### src/rtl/rob.sv
// Reorder buffer: in-order allocation and retirement, out-of-order ALU/MUL/MEM writeback, precise exception flush.
// Optional operand bypass from ROB entries is enabled by defining ROB_BYPASS_EN.
module rob #(
  parameter int N = 8,
  parameter int WORD_SIZE = 32,
  parameter int ROB_ENTRY_WIDTH = 3,
  parameter int REG_INDEX_SIZE = 5,
  parameter logic [WORD_SIZE-1:0] INIT = '0
) (
  input  logic                       clk,
  input  logic                       rst,
  input  logic                       require_rob_entry,
  input  logic                       is_store,
  input  logic [REG_INDEX_SIZE-1:0]  rd,
  input  logic                       d_exception,
  input  logic [WORD_SIZE-1:0]       d_pc,
  output logic [ROB_ENTRY_WIDTH-1:0] assigned_rob_id,
  output logic                       full,
  input  logic [WORD_SIZE-1:0]       alu_result,
  input  logic                       alu_rob_wenable,
  input  logic [ROB_ENTRY_WIDTH-1:0] alu_rob_id,
  input  logic [WORD_SIZE-1:0]       mul_result,
  input  logic                       mul_rob_wenable,
  input  logic [ROB_ENTRY_WIDTH-1:0] mul_rob_id,
  input  logic [WORD_SIZE-1:0]       mem_result,
  input  logic                       mem_rob_wenable,
  input  logic [ROB_ENTRY_WIDTH-1:0] mem_rob_id,
  input  logic                       mem_exception,
  input  logic [WORD_SIZE-1:0]       mem_v_addr,
  input  logic [WORD_SIZE-1:0]       mem_pc,
  input  logic [ROB_ENTRY_WIDTH-1:0] rs1_rob_entry,
  input  logic [ROB_ENTRY_WIDTH-1:0] rs2_rob_entry,
  output logic [WORD_SIZE-1:0]       bypass_s1,
  output logic [WORD_SIZE-1:0]       bypass_s2,
  output logic                       bypass_s1_valid,
  output logic                       bypass_s2_valid,
  output logic                       commit,
  output logic [REG_INDEX_SIZE-1:0]  commit_rd,
  output logic [WORD_SIZE-1:0]       commit_value,
  output logic [ROB_ENTRY_WIDTH-1:0] commit_rob_entry,
  output logic                       sb_store_permission,
  output logic [ROB_ENTRY_WIDTH-1:0] sb_rob_id,
  output logic                       exception,
  output logic [WORD_SIZE-1:0]       ex_pc
);

  logic [ROB_ENTRY_WIDTH-1:0] head, tail;
  logic [ROB_ENTRY_WIDTH:0]   entries;
  logic [N-1:0]               valid, readys, exc, store_q;
  logic [REG_INDEX_SIZE-1:0]  rd_q [N];
  logic [WORD_SIZE-1:0]       value_q [N];
  logic [WORD_SIZE-1:0]       pc_q [N];
  logic [N-1:0][WORD_SIZE-1:0] addr_q;
  logic                       alloc, retire;

  function automatic logic [ROB_ENTRY_WIDTH-1:0] incr(input logic [ROB_ENTRY_WIDTH-1:0] p);
    return (p == ROB_ENTRY_WIDTH'(N - 1)) ? '0 : p + 1'b1;
  endfunction

  assign full             = (entries == (ROB_ENTRY_WIDTH + 1)'(N));
  assign alloc            = require_rob_entry && !full;
  assign retire           = (entries != '0) && readys[head];
  assign commit           = retire && !exc[head];
  assign exception        = retire && exc[head];
  assign assigned_rob_id  = tail;
  assign commit_rd        = rd_q[head];
  assign commit_value     = value_q[head];
  assign commit_rob_entry = head;
  assign sb_store_permission = commit && store_q[head];
  assign sb_rob_id        = head;
  assign ex_pc            = pc_q[head];

  // Writebacks are ordered alu, mul, mem so the later assignment wins on a shared id.
  always_ff @(posedge clk) begin
    if (rst) begin
      head    <= '0;
      tail    <= '0;
      entries <= '0;
      valid   <= '0;
      readys  <= '0;
      exc     <= '0;
      store_q <= '0;
      addr_q  <= '0;
      for (int i = 0; i < N; i++) begin
        value_q[i] <= INIT;
        pc_q[i]    <= '0;
        rd_q[i]    <= '0;
      end
    end else if (exception) begin
      valid   <= '0;
      readys  <= '0;
      exc     <= '0;
      entries <= '0;
      tail    <= head;
    end else begin
      if (alu_rob_wenable && valid[alu_rob_id]) begin
        value_q[alu_rob_id] <= alu_result;
        readys[alu_rob_id]  <= 1'b1;
      end
      if (mul_rob_wenable && valid[mul_rob_id]) begin
        value_q[mul_rob_id] <= mul_result;
        readys[mul_rob_id]  <= 1'b1;
      end
      if (mem_rob_wenable && valid[mem_rob_id]) begin
        value_q[mem_rob_id] <= mem_result;
        readys[mem_rob_id]  <= 1'b1;
        exc[mem_rob_id]     <= mem_exception;
        pc_q[mem_rob_id]    <= mem_pc;
        addr_q[mem_rob_id]  <= mem_v_addr;
      end
      if (alloc) begin
        rd_q[tail]    <= rd;
        store_q[tail] <= is_store;
        pc_q[tail]    <= d_pc;
        exc[tail]     <= d_exception;
        readys[tail]  <= d_exception;
        valid[tail]   <= 1'b1;
        tail          <= incr(tail);
      end
      if (commit) begin
        valid[head]  <= 1'b0;
        readys[head] <= 1'b0;
        head         <= incr(head);
      end
      case ({alloc, commit})
        2'b10:   entries <= entries + 1'b1;
        2'b01:   entries <= entries - 1'b1;
        default: entries <= entries;
      endcase
    end
  end

`ifdef ROB_BYPASS_EN
  assign bypass_s1       = value_q[rs1_rob_entry];
  assign bypass_s2       = value_q[rs2_rob_entry];
  assign bypass_s1_valid = valid[rs1_rob_entry] && readys[rs1_rob_entry];
  assign bypass_s2_valid = valid[rs2_rob_entry] && readys[rs2_rob_entry];
  logic unused_addr;
  assign unused_addr = ^addr_q;
`else
  assign bypass_s1       = '0;
  assign bypass_s2       = '0;
  assign bypass_s1_valid = 1'b0;
  assign bypass_s2_valid = 1'b0;
  logic unused_inputs;
  assign unused_inputs = ^{rs1_rob_entry, rs2_rob_entry, addr_q};
`endif

endmodule

### config.mk
export PLATFORM = sky130hd
export DESIGN_NAME = rob
export DESIGN_NICKNAME = d
export VERILOG_FILES = /design/src/rtl/rob.sv
export SDC_FILE = /design/constraint.sdc
export NUM_CORES = 1
export LEC_CHECK = 0
export BUFFER_PORTS_ARGS = -buffer_cell sky130_fd_sc_hd__clkbuf_2
export CAP_MARGIN = 20
export CORE_MARGIN = 2
export CORE_UTILIZATION = 40
export CTS_CLUSTER_SIZE = 20
export DETAILED_ROUTE_END_ITERATION = 12
export PLACE_DENSITY = 0.65
export SLEW_MARGIN = 20
export SYNTH_ARGS = -nofsm -noshare
export SYNTH_HDL_FRONTEND = slang
export SYNTH_SLANG_ARGS = --single-unit
### constraint.sdc
create_clock -name clk -period 6.15 [get_ports clk]
set_input_delay 1.23 -clock clk [delete_from_list [all_inputs] [get_ports clk]]
set_output_delay 1.23 -clock clk [all_outputs]
set_load 0.01 [all_outputs]
# Word level (Yosys, flattened, before mapping)
# Memories as Yosys holds them, arrays and structs flattened. A register that Yosys moved wholly into a read port is not among the register bits.
# Cells that the tools add are included.
# totals
elab_cells,158
ff_bits,42
memories,3
ram_bits,552
output_inout_bits,148
# memory_table
name,depth,word_bits,read_ports,rd_ports_with_merged_regs,wr,line_no,rtl
pc_q,8,32,1,1,8,52,logic [WORD_SIZE-1:0] pc_q [N];
value_q,8,32,1,1,8,51,logic [WORD_SIZE-1:0] value_q [N];
rd_q,8,5,1,1,8,50,logic [REG_INDEX_SIZE-1:0] rd_q [N];
# op_classes
reduce_logical,27
eq_ne,5
muxes,94
n_lt_le_gt_ge,10
bitwise,8
n_addsub,4
# op_table
operator,n
two-way mux 8 bit,21
two-way mux 32 bit,5
OR reduction 32 bit,5
two-way mux 3 bit,16
two-way mux 1 bit,35
bitwise mux 8 bit,4
OR 8 bit,4
"less-than comparator 3 x 4 -> 1 bit, second input constant",5
binary-select mux 1 bit (select 3 bit),6
bitwise AND 8 bit,2
demux 1 bit (select 3 bit),5
"greater-or-equal comparator 3 x 1 -> 1 bit, second input constant",5
logical AND 1 bit,13
inverter 8 bit,1
case mux 4 bit (2 select lines),1
"adder 3 x 1 -> 3 bit, second input constant",2
"== test 3 bit, second input constant",2
two-way mux 5 bit,1
OR reduction 5 bit,1
"adder 4 x 1 -> 4 bit, second input constant",1
"== test 4 bit, second input constant",1
AND reduction 2 bit,2
nonzero test 2 bit,2
nonzero test 4 bit,1
6 further kinds,7

# Logic depth before layout (Yosys ltp)
# logic_depth
depth_word,22
ltp_mapped,15
depth_no_buf,11

# Least setup slack after synthesis
# OpenSTA, ideal clock, no wires.
# synth_timing
kind,input-to-reg
from,input port alu_rob_id[0]
to,memory value_q[4][0] (enable)
t_required_ps,5684
arrival_ps,5036
path_stages,7
setup_time_ps,466
path_buffers,2
slack_ps,648
path_cell_list,clkbuf_1 -> nor2_1 -> a222oi_1 -> nor4b_2 -> clkbuf_1 -> nor2_1 -> o21ai_0
# synth_rtl
element,line_no,rtl
"start, declared",21,"input logic [ROB_ENTRY_WIDTH-1:0] alu_rob_id,"
"end, declared",51,

# Worst setup path in the final report
# layout_timing
from,"register head[1], in the netlist commit_rob_entry[1]"
to,output port exception
# layout_via
elab_chain_len,4
# layout_rtl
element,line_no,rtl
"start, declared",47,"logic [ROB_ENTRY_WIDTH-1:0] head, tail;"
"start signal, assigned",123,head <= incr(head);
binary-select mux 1 bit (select 3 bit),62,assign retire = (entries != '0) && readys[head];
two-way mux 1 bit (not written as such),62,
logical AND 1 bit,62,
logical AND 1 bit (*),64,assign exception = retire && exc[head];
"end, declared",43,"output logic exception,"
# Mark *: on every way between the ends. The rest lies on a longest branch, timed or not. The select of a mux whose other input is x is not followed.

==> summary.md <==
| Metric | Value |
|---|---|
| Final setup fails | 0 |
| Fin. Hold Viols | 0 |
| Slew @ Worst Pin | approximately 1.3 ns |
| Nets | 3018 |
| Commonest non-fill, non-tap cells in the layout | edfxtp_1 (552), clkbuf_2 (264), a22o_1 (187), mux4_2 (138), o2bb2ai_1 (130) |
| Period utilization | between 80 and 90% |
| Worst path bufs/invs | 3 |
| Crit-path cells | inv_1 > a31oi_1 > and4_4 > nand2_2 > inv_2 > clkbuf_2 |
| CTS tree | done |
| Initial cell density of the core | between 40% and 50% |
| TritonRoute pass-1 iters | 6 |
| Deepest clock path buffer count | 3 |
| Synthesized area per cell | 12.48 um^2 |
| WP data arrival | 4.06 ns |
| # IOs | 369 |
| WHS Endpoint | store_q[5] |
| Full die area | just under 90000 um^2 |
| Gr usage total | 27.47% |
| Antenna violations before repair | 38 |
| Slowest stage cell, crit path | dfxtp_1 |
| Setup TNS | 0 ns |
| Clock sink total | 597 |
| Worst Path Required | approximately 5 ns |
| Hold WC Path Type | reg2reg |
| CTS clock-pin slew for the worst setup and hold paths | approximately 0.06 ns |
| TritonCTS Buffers | 68 |
| R2r worst-path depth | 7 |
| CTS Hold Bufs | 0 |
| RSZ-0062 raised after global routing | false |
| IO buf count | 264 |
| First-pass GRT wire length | 177500 um |
| Relative slew slack | around 17% |
| Cell depth of the worst setup path | 6 |
| Design Area, Final | 38210 um^2 |
| Startpoint Class | register |
| Outcome | completed |
| Max FO, Critical Path | 29 |
| Worst setup startpoint | commit_rob_entry[1] |
| Flop2flop setup slack | 1.67 ns |
| Worst vdd ir | 0.0002022 V |
| DP HPWL | roughly 69000 um |
| Max-slew violations | 0 |
| DR vias/cell | around 7 |
| Clk_lat worst skew | 0.64 ns |
| Register area share after synthesis | 51.43% |
| Top Family by Delay on Critical Path | buffers and inverters |
| RR Startpoint | commit_rob_entry[0] |
| Hold depth | 2 |
| Postcts setup bufs | 0 |
| Async S/R FF share, synth | 0% |
| Vias | 27472 |
| Layout area overhead | 12.44% |
| Core area | roughly 84000 um^2 |
| Number of synthesized register bits | 597 |
| H-tree level count | 3 |
| Max-Cap Viols | 0 |
| Synth warn | 0 |
| Top FF cell, synth | edfxtp_1 |
| Die Wd | 295.5 um |
| RePlAce Congestion | about 0.90 |
| WL final | roughly 120000 um |
| Layout cells sized above 1 | between 20% and 30% |
| Drt wl/cell | 31.03 um |
| Endpoint type of the worst setup path | output port |
| Residual DRC | 0 |
| P_leak | 12.76 nW |
| Largest net degree at the start of global routing | 175 |
| Area post-placement | 35880 um^2 |
| Final total power | 10.27 mW |
| Gr ovfl total | 0 |
| Worst min-delay path startpoint | store_q[5] |
| Vias in the first global route | ~27000 |
| Final setup margin | 0.8596 ns |
| EDFF count, synth | around 550 |
| Routed Antenna Nets | 0 |
| DRT iter0 DRCs | a little over 4000 |
| CP Class | reg2out |
| Die height | approximately 300 um |
| Post-Syn Area | 33980 um^2 |
| Worst r2r dst | value_q[4][25] |
| Crit-path max cell delay | roughly 0.84 ns |
| Fmax | 189.0 MHz |
| Final critical-path required period | approximately 5.3 ns |
| Root Driver | clkbuf_16 |
| Power per cell area | 268.8 nW/um^2 |
| FP Rows | 106 |
| Syn Inst Count | 2723 |
| # fillers | ~7500 |
| Worst slack, placed | 1.413 ns |
| Clock Skew | 0.04588 ns |
| Netlist cell types | 86 |
| PostCTS Resize Cnt | 0 |
| Most common cell after layout, fill and taps aside | edfxtp_1 |
## cell usage after synthesis, drive strengths merged, types with 9 or more instances
library cell  instances  area (um^2)
a21oi               123        615.6
mux2i                20        200.2
buf                 202         1231
inv                  39        146.4
mux2                101         1141
mux4                138         3108
nand3                78        395.4
a22o                187         1638
o2bb2ai             130         1139
nand2               131        494.2
clkbuf              217        849.6
nand4                68        425.4
and2                 49        306.5
o22ai                 9        56.30
a22oi                55        426.7
a32o                 33        330.3
dfxtp                45        900.9
edfxtp              552        16580
nor4                 10        62.56
o21ai                57        285.3
nor2                 82        307.8
a211oi              116        968.4
a221oi               98        858.3
nor3                 15        75.07
nor2b                38        237.7
a2111oi              10        206.5
and3                 18        112.6
## cell type report
type                            count  area, um^2  area share [%]
Clock buffer                       88        1828           4.784
Antenna cell                       12       30.03         0.07859
Inverter                           39       148.9          0.3897
Multi-Input combinational cell   1733       14830           38.82
Sequential cell                   597       17490           45.77
Tap cell                         1134        1419           3.713
Timing Repair Buffer              350        2024           5.298
Clock inverter                     34       439.2           1.149
## through the flow
stage                     instances  hold WS (ns)  utilization, %
after CTS                      3973        0.4675           45.51
final                          3987        0.4632           45.58
after global placement         3851        0.4471           42.80
after floorplan                2788        0.4339               -
after detailed placement       3851        0.4587           42.81
after global routing           3981        0.4940           45.57
## cell families (layout without fill, tap and decap cells)
family / Yosys count / in the layout / synth area share [%]
compound gates: 869 / 869 / 20.49
xor+xnor: 3 / 3 / 0.07733
fa+ha+maj: 8 / 8 / 0.3166
buf+inv: 458 / 511 / 6.554
flops: 597 / 597 / 51.43
mux: 259 / 259 / 13.09
other cells: 1 / 78 / 0.01104
simple gates: 528 / 528 / 8.034
## how the worst max path moves through the flow
stage	endpoint	slack, ns
after global routing	exception	0.73
final	exception	0.86
after global placement	pc_q[5][21]	1.49
after CTS	exception	0.83
after detailed placement	value_q[5][26]	1.41
after floorplan	value_q[4][0]	0.65
## flip-flops by register name (all words and copies together) (netlist names), named ones only
name	flops
pc_q	256
value_q	256
rd_q	40
exc	8
readys	8
store_q	8
valid	8
entries	4
assigned_rob_id	3
commit_rob_entry	3
## report_power, final
group / internal [mW] / switching (mW)
Sequential: 4.65 / 0.110
Clock: 2.39 / 1.78
Combinational: 0.501 / 0.847
Total: 7.53 / 2.74
## routing by layer
metal	part of all wire [%]	track usage, %
met1	36	35.59
met2	45	42.15
met3	14	8.675
met4	4.5	12.34
met5	0.27	0
## tightest hold or removal path, cell delays in order, from the launching register on
cell,delay (ns)
dfxtp_1,0.31
nand2_1,0.05
mux2i_1,0.06
No activity file was read; power rests on OpenSTA's default activity.
